`src/rtl/conv_stream_loader.sv`:
```
// Splits one layer stream into a layer-parameter word and weight/kernel buffer writes.
// Defining CONV_STREAM_LOADER_STALLCNT_EN adds the stall_cnt output.
module conv_stream_loader #(
  parameter int DATA_WIDTH  = 64,
  parameter int B_DSHAPE    = 48,
  parameter int B_LAYERPARA = 96,
  parameter int B_CNT       = 16
) (
  input  logic                   clk,
  input  logic                   rstn,
  input  logic                   start,
  output logic                   busy,
  output logic                   done,
  output logic                   err,
  input  logic [DATA_WIDTH-1:0]  s_data,
  input  logic                   s_valid,
  input  logic                   s_last,
  output logic                   s_ready,
  output logic [B_LAYERPARA-1:0] layer_para,
  output logic                   layer_para_we,
  output logic                   wb_clr,
  output logic                   kb_clr,
  output logic                   wb_we,
  output logic                   kb_we,
  output logic [DATA_WIDTH-1:0]  di
`ifdef CONV_STREAM_LOADER_STALLCNT_EN
  ,
  output logic [31:0]            stall_cnt
`endif
);

  localparam logic [2:0] S_IDLE  = 3'd0;
  localparam logic [2:0] S_HDR0  = 3'd1;
  localparam logic [2:0] S_HDR1  = 3'd2;
  localparam logic [2:0] S_SETUP = 3'd3;
  localparam logic [2:0] S_LDWB  = 3'd4;
  localparam logic [2:0] S_LDKB  = 3'd5;
  localparam logic [2:0] S_DONE  = 3'd6;

  localparam logic [B_CNT-1:0] CNT_ONE = B_CNT'(1);

  logic [2:0]             state_q, state_d;
  logic [B_DSHAPE-1:0]    wb_ds_q, wb_ds_d;
  logic [B_DSHAPE-1:0]    kb_ds_q, kb_ds_d;
  logic [B_CNT-1:0]       wb_cnt_q, wb_cnt_d;
  logic [B_CNT-1:0]       kb_cnt_q, kb_cnt_d;
  logic [B_CNT-1:0]       rem_q, rem_d;
  logic                   term_q, term_d;
  logic                   busy_q, busy_d;
  logic                   done_q, done_d;
  logic                   err_q, err_d;
  logic [B_LAYERPARA-1:0] para_q, para_d;
  logic                   pwe_q, pwe_d;
  logic                   clr_q, clr_d;
  logic                   wbwe_q, wbwe_d;
  logic                   kbwe_q, kbwe_d;
  logic [DATA_WIDTH-1:0]  di_q, di_d;

  logic                   accept;
  logic                   rem_one;
  logic                   hdr_zero;
  logic [B_DSHAPE-1:0]    hdr_ds;
  logic [B_CNT-1:0]       hdr_cnt;

  always_comb begin
    s_ready = 1'b0;
    unique case (1'b1)
      state_q == S_HDR0: s_ready = 1'b1;
      state_q == S_HDR1: s_ready = 1'b1;
      state_q == S_LDWB: s_ready = 1'b1;
      state_q == S_LDKB: s_ready = 1'b1;
      default:           s_ready = 1'b0;
    endcase
  end

  assign accept   = s_valid && s_ready;
  assign rem_one  = rem_q == CNT_ONE;
  assign hdr_ds   = s_data[B_DSHAPE-1:0];
  assign hdr_cnt  = s_data[B_DSHAPE +: B_CNT];
  assign hdr_zero = (wb_cnt_q == '0) && (hdr_cnt == '0);

  always_comb begin
    state_d  = state_q;
    wb_ds_d  = wb_ds_q;
    kb_ds_d  = kb_ds_q;
    wb_cnt_d = wb_cnt_q;
    kb_cnt_d = kb_cnt_q;
    rem_d    = rem_q;
    term_d   = term_q;
    busy_d   = busy_q;
    done_d   = 1'b0;
    err_d    = err_q;
    para_d   = para_q;
    pwe_d    = 1'b0;
    clr_d    = 1'b0;
    wbwe_d   = 1'b0;
    kbwe_d   = 1'b0;
    di_d     = di_q;
    case (state_q)
      S_IDLE: begin
        if (start) begin
          state_d = S_HDR0;
          busy_d  = 1'b1;
          err_d   = 1'b0;
        end
      end
      S_HDR0: begin
        if (accept) begin
          wb_ds_d  = hdr_ds;
          wb_cnt_d = hdr_cnt;
          if (s_last) begin
            err_d   = 1'b1;
            state_d = S_DONE;
          end else begin
            state_d = S_HDR1;
          end
        end
      end
      S_HDR1: begin
        if (accept) begin
          kb_ds_d  = hdr_ds;
          kb_cnt_d = hdr_cnt;
          state_d  = S_SETUP;
          // an empty layer must end on word1; a non-empty one must not
          term_d   = s_last || hdr_zero;
          if (s_last != hdr_zero) err_d = 1'b1;
        end
      end
      S_SETUP: begin
        pwe_d  = 1'b1;
        clr_d  = 1'b1;
        para_d = {kb_ds_q, wb_ds_q};
        if (term_q) begin
          state_d = S_DONE;
        end else if (wb_cnt_q != '0) begin
          state_d = S_LDWB;
          rem_d   = wb_cnt_q;
        end else if (kb_cnt_q != '0) begin
          state_d = S_LDKB;
          rem_d   = kb_cnt_q;
        end else begin
          state_d = S_DONE;
        end
      end
      S_LDWB: begin
        if (accept) begin
          wbwe_d = 1'b1;
          di_d   = s_data;
          rem_d  = rem_q - CNT_ONE;
          if (rem_one && kb_cnt_q != '0) begin
            if (s_last) begin
              err_d   = 1'b1;
              state_d = S_DONE;
            end else begin
              state_d = S_LDKB;
              rem_d   = kb_cnt_q;
            end
          end else if (rem_one) begin
            if (!s_last) err_d = 1'b1;
            state_d = S_DONE;
          end else if (s_last) begin
            err_d   = 1'b1;
            state_d = S_DONE;
          end
        end
      end
      S_LDKB: begin
        if (accept) begin
          kbwe_d = 1'b1;
          di_d   = s_data;
          rem_d  = rem_q - CNT_ONE;
          if (rem_one) begin
            if (!s_last) err_d = 1'b1;
            state_d = S_DONE;
          end else if (s_last) begin
            err_d   = 1'b1;
            state_d = S_DONE;
          end
        end
      end
      S_DONE: begin
        done_d  = 1'b1;
        busy_d  = 1'b0;
        state_d = S_IDLE;
      end
      default: state_d = S_IDLE;
    endcase
  end

  always_ff @(posedge clk) begin
    if (!rstn) begin
      state_q  <= S_IDLE;
      wb_ds_q  <= '0;
      kb_ds_q  <= '0;
      wb_cnt_q <= '0;
      kb_cnt_q <= '0;
      rem_q    <= '0;
      term_q   <= 1'b0;
      busy_q   <= 1'b0;
      done_q   <= 1'b0;
      err_q    <= 1'b0;
      para_q   <= '0;
      pwe_q    <= 1'b0;
      clr_q    <= 1'b0;
      wbwe_q   <= 1'b0;
      kbwe_q   <= 1'b0;
      di_q     <= '0;
    end else begin
      state_q  <= state_d;
      wb_ds_q  <= wb_ds_d;
      kb_ds_q  <= kb_ds_d;
      wb_cnt_q <= wb_cnt_d;
      kb_cnt_q <= kb_cnt_d;
      rem_q    <= rem_d;
      term_q   <= term_d;
      busy_q   <= busy_d;
      done_q   <= done_d;
      err_q    <= err_d;
      para_q   <= para_d;
      pwe_q    <= pwe_d;
      clr_q    <= clr_d;
      wbwe_q   <= wbwe_d;
      kbwe_q   <= kbwe_d;
      di_q     <= di_d;
    end
  end

  assign busy          = busy_q;
  assign done          = done_q;
  assign err           = err_q;
  assign layer_para    = para_q;
  assign layer_para_we = pwe_q;
  assign wb_clr        = clr_q;
  assign kb_clr        = clr_q;
  assign wb_we         = wbwe_q;
  assign kb_we         = kbwe_q;
  assign di            = di_q;

`ifdef CONV_STREAM_LOADER_STALLCNT_EN
  logic [31:0] stall_q;

  // s_ready is high exactly in the states where a missing beat is a stall
  always_ff @(posedge clk) begin
    if (!rstn) begin
      stall_q <= '0;
    end else if (state_q == S_IDLE && start) begin
      stall_q <= '0;
    end else if (s_ready && !s_valid && stall_q != '1) begin
      stall_q <= stall_q + 32'd1;
    end
  end

  assign stall_cnt = stall_q;
`endif

endmodule

```
`config.mk`:
```
export PLATFORM = sky130hd
export DESIGN_NAME = conv_stream_loader
export DESIGN_NICKNAME = d
export VERILOG_FILES = /design/src/rtl/conv_stream_loader.sv
export SDC_FILE = /design/constraint.sdc
export NUM_CORES = 1
export LEC_CHECK = 0
export ABC_AREA = 1
export ABC_CLOCK_PERIOD_IN_PS = 1900
export CAP_MARGIN = 20
export CORE_MARGIN = 4
export CORE_UTILIZATION = 35
export CTS_CLUSTER_DIAMETER = 30
export DETAILED_ROUTE_END_ITERATION = 16
export HOLD_SLACK_MARGIN = 0.12
export PLACE_DENSITY = 0.69
export REMOVE_ABC_BUFFERS = 1
export SYNTH_ARGS = -nofsm -noshare
export SYNTH_HDL_FRONTEND = slang
export SYNTH_SLANG_ARGS = --single-unit
```
`constraint.sdc`:
```
create_clock -name clk -period 1.9 [get_ports clk]
set_input_delay 0.285 -clock clk [delete_from_list [all_inputs] [get_ports clk]]
set_output_delay 0.285 -clock clk [all_outputs]
set_load 0.01 [all_outputs]
```
==> flow_summary.yaml <==
run_status:
  outcome: "complete, no violations"
critical_path:
  cp-startpoint: "layer_para[67]$_SDFFE_PN0P_"
  critPathCapture: "layer_para[67]"
  cp_top_family: "buffers and inverters"
  ff2ff_path_depth: 10
  arrival_ns: 1.52
  start_kind: "flop"
  r2r-end: "err$_SDFFE_PN0P_"
  reg2reg_from: "wb_cnt_q[5]$_SDFFE_PN0P_"
  crit_path_max_incr_delay_ns: 0.58
  slowest_stage: "clkdlybuf4s50_1"
  crit_buf_inv: 1
  required_ns: 1.62
  crit_fanout: 2
  cp.depth: 1
  crit_path_end_kind: "output port"
  timing.reg2reg.setup_slack_ns: 0.11
  crit_type: "flop to output port"
  cp_cell_sequence: "clkdlybuf4s50_1"
synthesis:
  synth_top_area_cell: "dfxtp_1"
  synthArstFlopShare_pct: 0
  synth_compound_area_share_pct: 19.2
  synth_area_sq_um: 11900
  synth_top_family_by_area: "compound AO/OA/AOI/OAI gates"
  synth.top_cells.by_area: "dfxtp_1 (53%), nor2_1 (13%), o21ai_0 (12%)"
  synth-seq-cells: 314
  synth.distinct_cells: 36
  synth_edf_count: 0
  synth_xor_area_share_pct: 0.733
  synth_fa_ha_area_share_pct: 0.314
  yosysTopAreaCellShare_pct: 52.6
  ys.flop_type: "dfxtp_1"
  synth_area_per_cell_sq_um: 7.67
  syn-instance-count: 1557
  seq_area_frac_synth_pct: 52.6
  yosysWarnings: 0
  yosys.area_share.simple_pct: 19.2
  yosys-mux-area-fraction_pct: 0
global_routing:
  grt_pass1_wl_um: 57400
  grt.total_usage_pct: 19.0
  grt_max_degree: 84
  antenna_found_initial: 0
  grt.overflow.total: 0
  grt_pass1_vias: 11300
floorplanning:
  rows: 67
  die_x_um: 193
  core_area_sq_um: 33600
  dieHeight_um: 193
  initial_core_util_pct: 35.5
  io_pins: 238
  die_area_sq_um: 37100
finish:
  n_antenna_cell: 0
  nFillCells: 3047
  seq_area_sq_um: 6300
  final_util_pct: 52.2
  final_area_sq_um: 17500
  area_growth_pct: 46.9
  nNetsFinal: 1902
  drive_above_1_share_pct: 12.4
  multi_input_area_sq_um: 4750
placed_design:
  port_buffers: 237
  place_area_sq_um: 15000
  hpwl_um: 23300
  gp_congestion: 0.865
timing:
  worst_clock_skew_ns: 0.0226
  slew_violations: 0
  hold_viol: 0
  setup_viol: 0
  fmax_ghz: 0.555
  period_minus_slack_ns: 1.80
  fin_crit_sh_pct: 94.9
  setup_tns_ns: 0
  max-slew-margin-rel_pct: 71.9
  worstMarginPinSlew_ns: 0.422
  rsz0062_at_grt: "yes"
route:
  drt_iter0_markers: 675
  dr.pass1.iters: 5
  antenna_left: 0
  vias: 11100
  wl_um: 35800
  drc: 0
  wl_per_cell_um: 15.4
  viasPerCell: 4.78
clock_network:
  clock_latency_ns: 0.57
  htreeDepth: 3
  root_buffer: "clkbuf_16"
  cts_buffers: 70
  clkSinkCount: 314
  clk_path_buf_depth: 3
  path_clk_slew_ns: 0.04
  cts_tree: "done"
power_and_ir_drop:
  vdd_drop_max_mv: 0.896
  leakage_nw: 7.12
  power.density_nw_per_um2: 1600
worst_hold_path:
  min_path_type: "primary input to flop"
flow_run:
  maxCapViolations: 0
==> cell usage after synthesis, types with 10 or more instances <==
| master | number |
|---|---|
| o21ai_1 | 13 |
| buf_6 | 11 |
| a21oi_1 | 134 |
| clkbuf_1 | 62 |
| xor2_1 | 10 |
| nor2_1 | 402 |
| inv_2 | 12 |
| buf_2 | 22 |
| inv_1 | 100 |
| nand2_1 | 77 |
| nand3_1 | 43 |
| dfxtp_1 | 314 |
| o21ai_0 | 298 |
| nand4_1 | 10 |
==> tightest hold or removal path, stage by stage <==
cell	delay, ns
buf_6	0.21
nand2_1	0.11
a21oi_1	0.03
==> kinds of logic (layout without fill, tap and decap cells) <==
group           after synthesis  count (layout)
xor+xnor                     10              10
flops                       314             314
compound gates              452             452
fa+ha+maj                     3               3
buf+inv                     217             544
simple gates                561             561
==> flip-flops by register name, summed over array words and instances (netlist names), 3 cells and up <==
name and cells:
wb_cnt_q 16, state_q 3, kb_ds_q 48, rem_q 16, layer_para 96, di 64
kb_cnt_q 16, wb_ds_q 48
==> final cells by class <==
type / instances / share of cell area (%)
sequential: 314 / 35.9
clock inverter: 39 / 2.83
timing repair buffer: 305 / 17.4
inverter: 113 / 2.45
multi-input combinational: 1026 / 27.1
tap: 448 / 3.20
clock buffer: 87 / 11.1
==> per-stage QoR <==
stage	worst slack [ns]	total power [mW]	hold WS, ns	cells
after floorplan	-1.06	12.4	0.408	1453
after global placement	-0.342	15.6	0.436	2205
after detailed placement	-0.350	15.7	0.443	2205
after CTS	0.000849	28.2	0.132	2331
after global routing	-0.0194	29.6	0.161	2332
final	0.0970	28.0	0.163	2332
==> worst min path at each step <==
stage / start / endpoint / slack [ns] / cells past startpoint
finish: rstn / term_q$_SDFFE_PN0P_ / 0.16 / 3
global route: rstn / wb_ds_q[21]$_SDFFE_PN0P_ / 0.16 / 3
CTS: rstn / layer_para[29]$_SDFFE_PN0P_ / 0.13 / 3
detailed placement: kb_ds_q[11]$_SDFFE_PN0P_ / kb_ds_q[11]$_SDFFE_PN0P_ / 0.44 / 2
global placement: kb_ds_q[11]$_SDFFE_PN0P_ / kb_ds_q[11]$_SDFFE_PN0P_ / 0.44 / 2
floorplan: rstn / term_q$_SDFFE_PN0P_ / 0.41 / 2
==> layer usage <==
layer	share of wire [%]	vias to the layer above	track usage (%)
met5	0	-	0
met1	42	5114	22.7
met2	47	323	31.5
met4	2.9	0	7.32
met3	7.5	68	6.75
li1	-	5635	-
==> timing repair <==
item / CTS / global route
hold buffers: 0 / 0
buffers inserted: 0 / 1
pin swaps: 0 / 3
setup endpoints to repair: 1 / 17
resized for setup: 12 / 9
==> report_power, final <==
part	internal, mW	total, mW	leakage (nW)	switching (mW)
registers	7.89	8.54	2.55	0.652
logic	3.03	7.19	3.38	4.16
clock network	8.50	12.3	1.18	3.79
==> layout by cell type, fill, tap and decap left out, types with 9 or more instances in the layout <==
cell,synthesis,routed
nor2_1,402,399
dfxtp_1,314,311
o21ai_0,298,298
clkdlybuf4s50_1,0,235
a21oi_1,134,133
inv_1,100,100
nand2_1,77,75
clkbuf_16,0,73
buf_4,6,54
nand3_1,43,43
buf_12,0,14
o21ai_1,13,13
inv_2,12,11
clkinv_2,1,11
nand4_1,10,10
xor2_1,10,10
bufinv_16,0,9
(Power assumes the default switching activity.)
